[src/rtl/imem_fetch_ctrl_pkg.sv]
// Shared definitions for the instruction-memory fetch controller.
package imem_pkg;

    localparam int unsigned PC_W          = 32;
    localparam int unsigned INST_W        = 32;
    localparam int unsigned MEM_DEPTH_BIT = 18;
    localparam logic [31:0] RESET_PC_DEF  = 32'h0000_0000;

    typedef enum logic {
        RUN  = 1'b0,
        LOAD = 1'b1
    } fetch_state_e;

endpackage

[src/rtl/imem_fetch_ctrl_if.sv]
// Single-port instruction memory bus: controller is master, memory is slave.
interface imem_fetch_ctrl_if
    import imem_pkg::*;
#(
    parameter int unsigned ADDR_W = MEM_DEPTH_BIT,
    parameter int unsigned DATA_W = INST_W
);
    logic              mem_en;
    logic              mem_we;
    logic [ADDR_W-1:0] mem_addr;
    logic [DATA_W-1:0] mem_wdata;
    logic [DATA_W-1:0] mem_rdata;

    modport master (output mem_en, mem_we, mem_addr, mem_wdata, input mem_rdata);
    modport slave  (input mem_en, mem_we, mem_addr, mem_wdata, output mem_rdata);
endinterface

[src/rtl/imem_prefetch_fifo.sv]
// Two-entry {pc, inst} prefetch buffer; flush overrides push and pop.
module imem_prefetch_fifo #(
    parameter int unsigned PC_W   = 32,
    parameter int unsigned INST_W = 32
) (
    input  logic              clk,
    input  logic              rst_n,
    input  logic              flush,
    input  logic              push,
    input  logic [PC_W-1:0]   push_pc,
    input  logic [INST_W-1:0] push_inst,
    input  logic              pop,
    output logic [PC_W-1:0]   head_pc,
    output logic [INST_W-1:0] head_inst,
    output logic [1:0]        count,
    output logic              full,
    output logic              empty
);
    logic [PC_W-1:0]   pc_q   [2];
    logic [PC_W-1:0]   pc_d   [2];
    logic [INST_W-1:0] inst_q [2];
    logic [INST_W-1:0] inst_d [2];
    logic              wr_ptr_q, wr_ptr_d;
    logic              rd_ptr_q, rd_ptr_d;
    logic [1:0]        count_q, count_d;
    logic              push_ok, pop_ok;

    assign full  = (count_q == 2'd2);
    assign empty = (count_q == 2'd0);
    assign count = count_q;

    assign push_ok = push && (!full || pop);
    assign pop_ok  = pop && !empty;

    assign head_pc   = empty ? '0 : pc_q[rd_ptr_q];
    assign head_inst = empty ? '0 : inst_q[rd_ptr_q];

    always_comb begin
        pc_d     = pc_q;
        inst_d   = inst_q;
        wr_ptr_d = wr_ptr_q;
        rd_ptr_d = rd_ptr_q;
        count_d  = count_q;
        if (flush) begin
            wr_ptr_d = 1'b0;
            rd_ptr_d = 1'b0;
            count_d  = 2'd0;
        end else begin
            if (push_ok) begin
                pc_d[wr_ptr_q]   = push_pc;
                inst_d[wr_ptr_q] = push_inst;
                wr_ptr_d         = ~wr_ptr_q;
            end
            if (pop_ok) begin
                rd_ptr_d = ~rd_ptr_q;
            end
            count_d = count_q + 2'(push_ok) - 2'(pop_ok);
        end
    end

    always_ff @(posedge clk or negedge rst_n) begin
        if (!rst_n) begin
            for (int unsigned i = 0; i < 2; i++) begin
                pc_q[i]   <= '0;
                inst_q[i] <= '0;
            end
            wr_ptr_q <= 1'b0;
            rd_ptr_q <= 1'b0;
            count_q  <= 2'd0;
        end else begin
            pc_q     <= pc_d;
            inst_q   <= inst_d;
            wr_ptr_q <= wr_ptr_d;
            rd_ptr_q <= rd_ptr_d;
            count_q  <= count_d;
        end
    end
endmodule

[src/rtl/imem_fetch_ctrl.sv]
// Fetch controller and loader arbiter for the synchronous-read instruction memory.
module imem_fetch_ctrl
    import imem_pkg::*;
#(
    parameter int unsigned               PC_WIDTH_LENGTH   = PC_W,
    parameter int unsigned               INST_WIDTH_LENGTH = INST_W,
    parameter int unsigned               MAX_MEM_DEPTH_BIT = MEM_DEPTH_BIT,
    parameter logic [PC_WIDTH_LENGTH-1:0] RESET_PC         = PC_WIDTH_LENGTH'(RESET_PC_DEF)
) (
    input  logic                         clk,
    input  logic                         rst_n,
    input  logic                         redirect_valid,
    input  logic [PC_WIDTH_LENGTH-1:0]   redirect_pc,
    output logic                         inst_valid,
    input  logic                         inst_ready,
    output logic [INST_WIDTH_LENGTH-1:0] inst_data,
    output logic [PC_WIDTH_LENGTH-1:0]   inst_pc,
    input  logic                         ld_valid,
    output logic                         ld_ready,
    input  logic [MAX_MEM_DEPTH_BIT-1:0] ld_addr,
    input  logic [INST_WIDTH_LENGTH-1:0] ld_data,
    imem_fetch_ctrl_if.master            mem
);
    fetch_state_e               state_q, state_d;
    logic [PC_WIDTH_LENGTH-1:0] fetch_pc_q, fetch_pc_d;
    logic [PC_WIDTH_LENGTH-1:0] rd_pc_q, rd_pc_d;
    logic                       epoch_q, epoch_d;
    logic                       rd_pend_q, rd_pend_d;
    logic                       rd_epoch_q, rd_epoch_d;

    logic       flush, issue, pop, push, room;
    logic [1:0] fifo_count;
    logic       fifo_full, fifo_empty;

    assign inst_valid = !fifo_empty;
    assign pop        = inst_valid && inst_ready;
    // credit = 2 - count - inflight + pop, expressed as a compare to stay unsigned
    assign room = ({1'b0, fifo_count} + {2'b00, rd_pend_q}) < (3'd2 + {2'b00, pop});
    assign push = rd_pend_q && (rd_epoch_q == epoch_q) && (!fifo_full || pop);

    always_comb begin
        state_d    = state_q;
        fetch_pc_d = fetch_pc_q;
        epoch_d    = epoch_q;
        rd_pend_d  = 1'b0;
        rd_epoch_d = rd_epoch_q;
        rd_pc_d    = rd_pc_q;
        flush      = 1'b0;
        issue      = 1'b0;
        if (ld_valid) begin
            state_d = LOAD;
            flush   = 1'b1;
        end else if (state_q == LOAD) begin
            state_d    = RUN;
            fetch_pc_d = RESET_PC;
        end else if (redirect_valid) begin
            epoch_d    = ~epoch_q;
            flush      = 1'b1;
            fetch_pc_d = redirect_pc & ~PC_WIDTH_LENGTH'(3);
        end else if (room) begin
            issue      = 1'b1;
            fetch_pc_d = fetch_pc_q + PC_WIDTH_LENGTH'(4);
            rd_pend_d  = 1'b1;
            rd_epoch_d = epoch_q;
            rd_pc_d    = fetch_pc_q;
        end
    end

    // Memory port is combinational so the memory samples the request at the
    // same edge the controller commits it; rst_n gates it to keep reset values.
    always_comb begin
        ld_ready      = rst_n && ld_valid;
        mem.mem_en    = rst_n && (ld_valid || issue);
        mem.mem_we    = rst_n && ld_valid;
        mem.mem_addr  = '0;
        mem.mem_wdata = '0;
        if (rst_n && ld_valid) begin
            mem.mem_addr  = ld_addr;
            mem.mem_wdata = ld_data;
        end else if (rst_n && issue) begin
            mem.mem_addr = fetch_pc_q[MAX_MEM_DEPTH_BIT+1:2];
        end
    end

    always_ff @(posedge clk or negedge rst_n) begin
        if (!rst_n) begin
            state_q    <= RUN;
            fetch_pc_q <= RESET_PC;
            epoch_q    <= 1'b0;
            rd_pend_q  <= 1'b0;
            rd_epoch_q <= 1'b0;
            rd_pc_q    <= '0;
        end else begin
            state_q    <= state_d;
            fetch_pc_q <= fetch_pc_d;
            epoch_q    <= epoch_d;
            rd_pend_q  <= rd_pend_d;
            rd_epoch_q <= rd_epoch_d;
            rd_pc_q    <= rd_pc_d;
        end
    end

    imem_prefetch_fifo #(
        .PC_W   (PC_WIDTH_LENGTH),
        .INST_W (INST_WIDTH_LENGTH)
    ) u_fifo (
        .clk       (clk),
        .rst_n     (rst_n),
        .flush     (flush),
        .push      (push),
        .push_pc   (rd_pc_q),
        .push_inst (mem.mem_rdata),
        .pop       (pop),
        .head_pc   (inst_pc),
        .head_inst (inst_data),
        .count     (fifo_count),
        .full      (fifo_full),
        .empty     (fifo_empty)
    );
endmodule
[src/flat_wrapper.sv]
// flat-port wrapper written by rule: the top's interface ports become plain ports
module imem_fetch_ctrl_flat import imem_pkg::*;
#(
    parameter int unsigned               PC_WIDTH_LENGTH   = PC_W,
    parameter int unsigned               INST_WIDTH_LENGTH = INST_W,
    parameter int unsigned               MAX_MEM_DEPTH_BIT = MEM_DEPTH_BIT,
    parameter logic [PC_WIDTH_LENGTH-1:0] RESET_PC         = PC_WIDTH_LENGTH'(RESET_PC_DEF)
)
  (clk, rst_n, redirect_valid, redirect_pc, inst_valid, inst_ready, inst_data, inst_pc, ld_valid, ld_ready, ld_addr, ld_data, mem_mem_en, mem_mem_we, mem_mem_addr, mem_mem_wdata, mem_mem_rdata);
  imem_fetch_ctrl_if mem_i ();
  input  logic clk;
  input  logic rst_n;
  input  logic redirect_valid;
  input  logic [PC_WIDTH_LENGTH-1:0] redirect_pc;
  output logic inst_valid;
  input  logic inst_ready;
  output logic [INST_WIDTH_LENGTH-1:0] inst_data;
  output logic [PC_WIDTH_LENGTH-1:0] inst_pc;
  input  logic ld_valid;
  output logic ld_ready;
  input  logic [MAX_MEM_DEPTH_BIT-1:0] ld_addr;
  input  logic [INST_WIDTH_LENGTH-1:0] ld_data;
  output wire logic [$bits(mem_i.mem_en)-1:0] mem_mem_en;
  output wire logic [$bits(mem_i.mem_we)-1:0] mem_mem_we;
  output wire logic [$bits(mem_i.mem_addr)-1:0] mem_mem_addr;
  output wire logic [$bits(mem_i.mem_wdata)-1:0] mem_mem_wdata;
  input wire logic [$bits(mem_i.mem_rdata)-1:0] mem_mem_rdata;
  assign mem_mem_en = mem_i.mem_en;
  assign mem_mem_we = mem_i.mem_we;
  assign mem_mem_addr = mem_i.mem_addr;
  assign mem_mem_wdata = mem_i.mem_wdata;
  assign mem_i.mem_rdata = mem_mem_rdata;
  imem_fetch_ctrl #(.PC_WIDTH_LENGTH(PC_WIDTH_LENGTH), .INST_WIDTH_LENGTH(INST_WIDTH_LENGTH), .MAX_MEM_DEPTH_BIT(MAX_MEM_DEPTH_BIT), .RESET_PC(RESET_PC)) u_core (.clk(clk), .rst_n(rst_n), .redirect_valid(redirect_valid), .redirect_pc(redirect_pc), .inst_valid(inst_valid), .inst_ready(inst_ready), .inst_data(inst_data), .inst_pc(inst_pc), .ld_valid(ld_valid), .ld_ready(ld_ready), .ld_addr(ld_addr), .ld_data(ld_data), .mem(mem_i));
endmodule
[config.mk]
export PLATFORM = sky130hd
export DESIGN_NAME = imem_fetch_ctrl_flat
export DESIGN_NICKNAME = d
export VERILOG_FILES = /design/src/rtl/imem_fetch_ctrl_pkg.sv /design/src/rtl/imem_fetch_ctrl_if.sv /design/src/rtl/imem_prefetch_fifo.sv /design/src/rtl/imem_fetch_ctrl.sv /design/src/flat_wrapper.sv
export SDC_FILE = /design/constraint.sdc
export NUM_CORES = 1
export LEC_CHECK = 0
export BUFFER_PORTS_ARGS = -buffer_cell sky130_fd_sc_hd__buf_2
export CAP_MARGIN = 20
export CORE_MARGIN = 8
export CORE_UTILIZATION = 49
export CTS_CLUSTER_DIAMETER = 100
export CTS_CLUSTER_SIZE = 24
export DETAILED_ROUTE_END_ITERATION = 12
export PLACE_DENSITY = 0.81
export SYNTH_ARGS = -nofsm -noshare
export SYNTH_HDL_FRONTEND = slang
export SYNTH_SLANG_ARGS = --single-unit
[constraint.sdc]
create_clock -name clk -period 1.8 [get_ports clk]
set_input_delay 0 -clock clk [delete_from_list [all_inputs] [get_ports clk]]
set_output_delay 0 -clock clk [all_outputs]
set_load 0.02 [all_outputs]
==> run_results.csv <==
group,metric,value,unit
worst_setup_path,worstSetupPathType,"flop to output pin",
run,drv_cap,0,
yosys,ys.warnings.count,0,
sta,final.min_clock_period,2.315,ns
sta,setup_slack,-0.5149,ns
worst_setup_path,crit_path_top_delay_cell,"sky130_fd_sc_hd__dfrtp_1",
worst_setup_path,cp.arrival,2.31,ns
worst_setup_path,cp_max_fo,8,
global_route,grt_max_degree,75,
cts,clock_path_buffers,2,
yosys,synth_top_cell_area_share,0.5035,
cts,cts_num_sinks,192,
global_route,antenna_violations_before_repair,0,
route,wl,35950,µm
sta,highest_attainable_clock_frequency,432.0,MHz
yosys,flop_and_latch_count_out_of_synthesis,192,
place,detailedPlace.worstSlack,-0.1874,ns
floorplan,floorplan.die_area,24200,µm²
yosys,ys_top_cells_by_area,"sky130_fd_sc_hd__dfrtp_1 (50%), sky130_fd_sc_hd__mux2_2 (15%), sky130_fd_sc_hd__mux2i_1 (6.8%), sky130_fd_sc_hd__nand2_1 (4.7%), sky130_fd_sc_hd__nor2_1 (3.4%)",
sta,unrepaired_setup_endpoints_after_global_routing,"true",
worst_setup_path,rr_worst_depth,6,
power_and_ir_drop,power,0.01393,W
final_layout,multi_input_gate_area_in_the_final_layout,5166,µm²
final_layout,fin_nets,1420,
yosys,syn-mean-instance-area,10.65,µm²
route,final_antenna_net_count,0,
final_layout,fillerInstances,1133,
cts,htree_levels,4,
sta,timing.setup.tns,-39.62,ns
min_path,min_path_type,"input pin to flop",
sta,final-hold-violation-count,0,
floorplan,die_height,155.6,µm
route,routedWlPerCell,22.86,µm
final_layout,share_of_layout_cells_above_drive_strength_1,0.4924,
worst_setup_path,cp-end-kind,"output pin",
route,average_vias_per_placed_instance,5.868,
cts,clkLatencyLatePin,0.44,ns
outcome,run_status,"finished with violations",
route,drt_first_iter_violations,926,
place,port-buffer-count,232,
power_and_ir_drop,power.density,951.1,nW/µm²
floorplan,floorplan.core_area,19270,µm²
outcome,violations,"setup timing",
cts,clk_transition_reported_paths,0.07,ns
yosys,synthesis.instances,896,
route,num_vias,9230,
power_and_ir_drop,power_leakage,7.259,nW
global_route,grt_first_pass_wirelength,48290,µm
power_and_ir_drop,vdd_ir_drop_max,0.6682,mV
sta,report.final.slew_viol_count,0,
cts,cts_tree,"done",
worst_setup_path,cell_chain_of_the_critical_path,"buf_4 -> ha_4 -> nor3_4 -> nand2_2 -> inv_4 -> buf_12 -> nand2_4 -> a21boi_2 -> buf_6",
cts,numCtsBuffers,17,
final_layout,finalCoreUtilization,0.7601,
yosys,synth_top_cell_by_area,"sky130_fd_sc_hd__dfrtp_1",
place,place_congestion,0.8744,
yosys,synth_flop_cell,"sky130_fd_sc_hd__dfrtp_1",
floorplan,number_of_ports_placed_on_the_die_boundary,237,
worst_setup_path,required,1.80,ns
cts,cts_root_buffer,"sky130_fd_sc_hd__clkbuf_16",
floorplan,die-width,155.6,µm
place,hpwl,18780,µm
final_layout,sequential_cell_area,4811,µm²
floorplan,floorplan.initialDensity,0.4952,
yosys,synth.yosys.seq_area_share,0.5035,
global_route,globalRouteOverflowTotal,0,
route,drt-pass1-iter-count,5,
worst_setup_path,cp_slowest_stage_delay,0.46,ns
final_layout,antenna_cells,0,
yosys,synth-edff-count,0,
yosys,synth.cell_area,9543,µm²
final_layout,areaGrowthSynthToFinish,53.49,%
yosys,synth_async_sr_flop_share,1.000,
floorplan,rows,51,
yosys,synth.distinct_cells,53,
sta,clock-skew-final,0.02132,ns
min_path,min_delay_path_depth,4,
sta,fin_worst_hold_slack,0.1294,ns
route,drc,0,
global_route,first_global_vias,9059,
worst_setup_path,cp-start-kind,"flop",
sta,finalSetupViolations,241,
sta,timing.final.crit_share,1.286,
global_route,globalRouteTotalUtil,0.2490,
cell usage after synthesis (all sizes together) (2+ instances only):
library cell,number
a21boi,18
a21oi,11
a221o,3
a221oi,2
a22o,2
a22oi,10
a31oi,6
a32oi,4
a41oi,2
and2,3
and3,41
and4,3
buf,24
clkbuf,42
dfrtp,192
ha,5
inv,11
mux2,124
mux2i,65
nand2,120
nand2b,3
nand3,20
nand4,12
nor2,87
nor2b,2
nor3,15
nor4,6
o211ai,2
o21a,2
o21ai,36
o22ai,2
o311ai,3
o31a,2
or2,2
or3,2
xnor2,3
xor2,3
critical path: cells and delay by family, from the launching register on:
kind                     cells  cell delay (ns)
AND/OR/NAND/NOR              3             0.47
buffers and inverters        4             0.59
adder cells (fa/ha/maj)      1             0.18
AO/OA/AOI/OAI                1             0.17
flip-flops                   1             0.46
layout by cell type (no fill, tap or decap), types with 10 or more instances in the layout:
cell and count:
sky130_fd_sc_hd__dfrtp_1 189, sky130_fd_sc_hd__buf_2 188, sky130_fd_sc_hd__buf_4 110, sky130_fd_sc_hd__nand2_1 98, sky130_fd_sc_hd__nor2_1 81, sky130_fd_sc_hd__mux2i_1 65
sky130_fd_sc_hd__dlygate4sd3_1 64, sky130_fd_sc_hd__mux2_4 62, sky130_fd_sc_hd__mux2_2 62, sky130_fd_sc_hd__buf_6 40, sky130_fd_sc_hd__and3_1 38, sky130_fd_sc_hd__buf_12 27
sky130_fd_sc_hd__clkbuf_16 25, sky130_fd_sc_hd__nand3_1 19, sky130_fd_sc_hd__o21ai_2 18, sky130_fd_sc_hd__a21boi_2 18, sky130_fd_sc_hd__nor3_1 13, sky130_fd_sc_hd__o21ai_1 11
sky130_fd_sc_hd__nand2_2 11, sky130_fd_sc_hd__nand2_4 11, sky130_fd_sc_hd__nand4_1 10
per-layer routing:
metal	routed length, µm	track usage
met5	0	0
met3	3463	0.06094
met1	12780	0.3042
met2	18070	0.4244
met4	1646	0.08272
final timing paths:
path	startpoint	to	slack, ns
min reg2reg	u_core.u_fifo.inst_q[30]$_DFFE_PN0P_	u_core.u_fifo.inst_q[30]$_DFFE_PN0P_	0.51
max reg2reg	u_core.rd_pend_q$_DFF_PN0_	u_core.fetch_pc_q[10]$_DFFE_PN0P_	-0.41
max	u_core.u_fifo.count[1]$_DFF_PN0_	mem_mem_addr[11]	-0.51
min in group asynchronous	rst_n	u_core.rd_pc_q[21]$_DFFE_PN0P_	0.37
min	redirect_valid	u_core.fetch_pc_q[8]$_DFFE_PN0P_	0.13
max in group asynchronous	rst_n	u_core.u_fifo.rd_ptr_q$_DFFE_PN0P_	1.02
repair_timing:
item | 4_1_cts | 5_1_grt
setup buffers | 21 | 30
pin swaps | 11 | 52
setup endpoints to repair | 172 | 244
hold endpoints to repair | 133 | 0
hold buffers | 65 | 0
cloned | 7 | 11
gates resized for setup | 146 | 168
state kept, by name (all words and copies together), names as in the netlist:
register                cells
u_core.u_fifo.inst_q       64
u_core.u_fifo.pc_q         60
u_core.fetch_pc_q          30
u_core.rd_pc_q             30
u_core.u_fifo.count         2
u_core.epoch_q              1
u_core.rd_epoch_q           1
u_core.rd_pend_q            1
u_core.state_q              1
u_core.u_fifo.rd_ptr_q      1
u_core.u_fifo.wr_ptr_q      1
area by class of cell:
| type | count | area share |
|---|---|---|
| Clock buffer | 23 | 0.03263 |
| Inverter | 11 | 0.002990 |
| Timing Repair Buffer | 446 | 0.2565 |
| Tap cell | 265 | 0.02264 |
| Sequential cell | 192 | 0.3284 |
| Clock inverter | 8 | 0.004100 |
| Multi-Input combinational cell | 628 | 0.3527 |
where the power goes:
group          internal (W)  switching [W]  leakage [nW]  total [W]
Sequential          0.00525       0.000712          2.56    0.00597
Combinational       0.00238        0.00203          4.45    0.00442
Clock               0.00188        0.00167         0.247    0.00355
kinds of logic (layout without fill, tap and decap cells):
family / count (synthesis) / count (layout) / share of synthesized area
AO/OA/AOI/OAI: 106 / 106 / 0.07369
XOR/XNOR: 6 / 6 / 0.005508
flip-flops: 192 / 192 / 0.5035
AND/OR/NAND/NOR: 320 / 320 / 0.1580
adder cells (fa/ha/maj): 5 / 5 / 0.006556
multiplexers: 189 / 189 / 0.2145
buffers and inverters: 77 / 488 / 0.03789
other: 1 / 2 / 0.0003930
per-stage QoR:
stage               area, µm²  cells
finish                  14650   1573
global route            14650   1573
CTS                     13750   1538
detailed placement      11700   1416
global placement        11700   1416
floorplan                9662    897
Note: power is estimated with default switching activity, not from simulation.
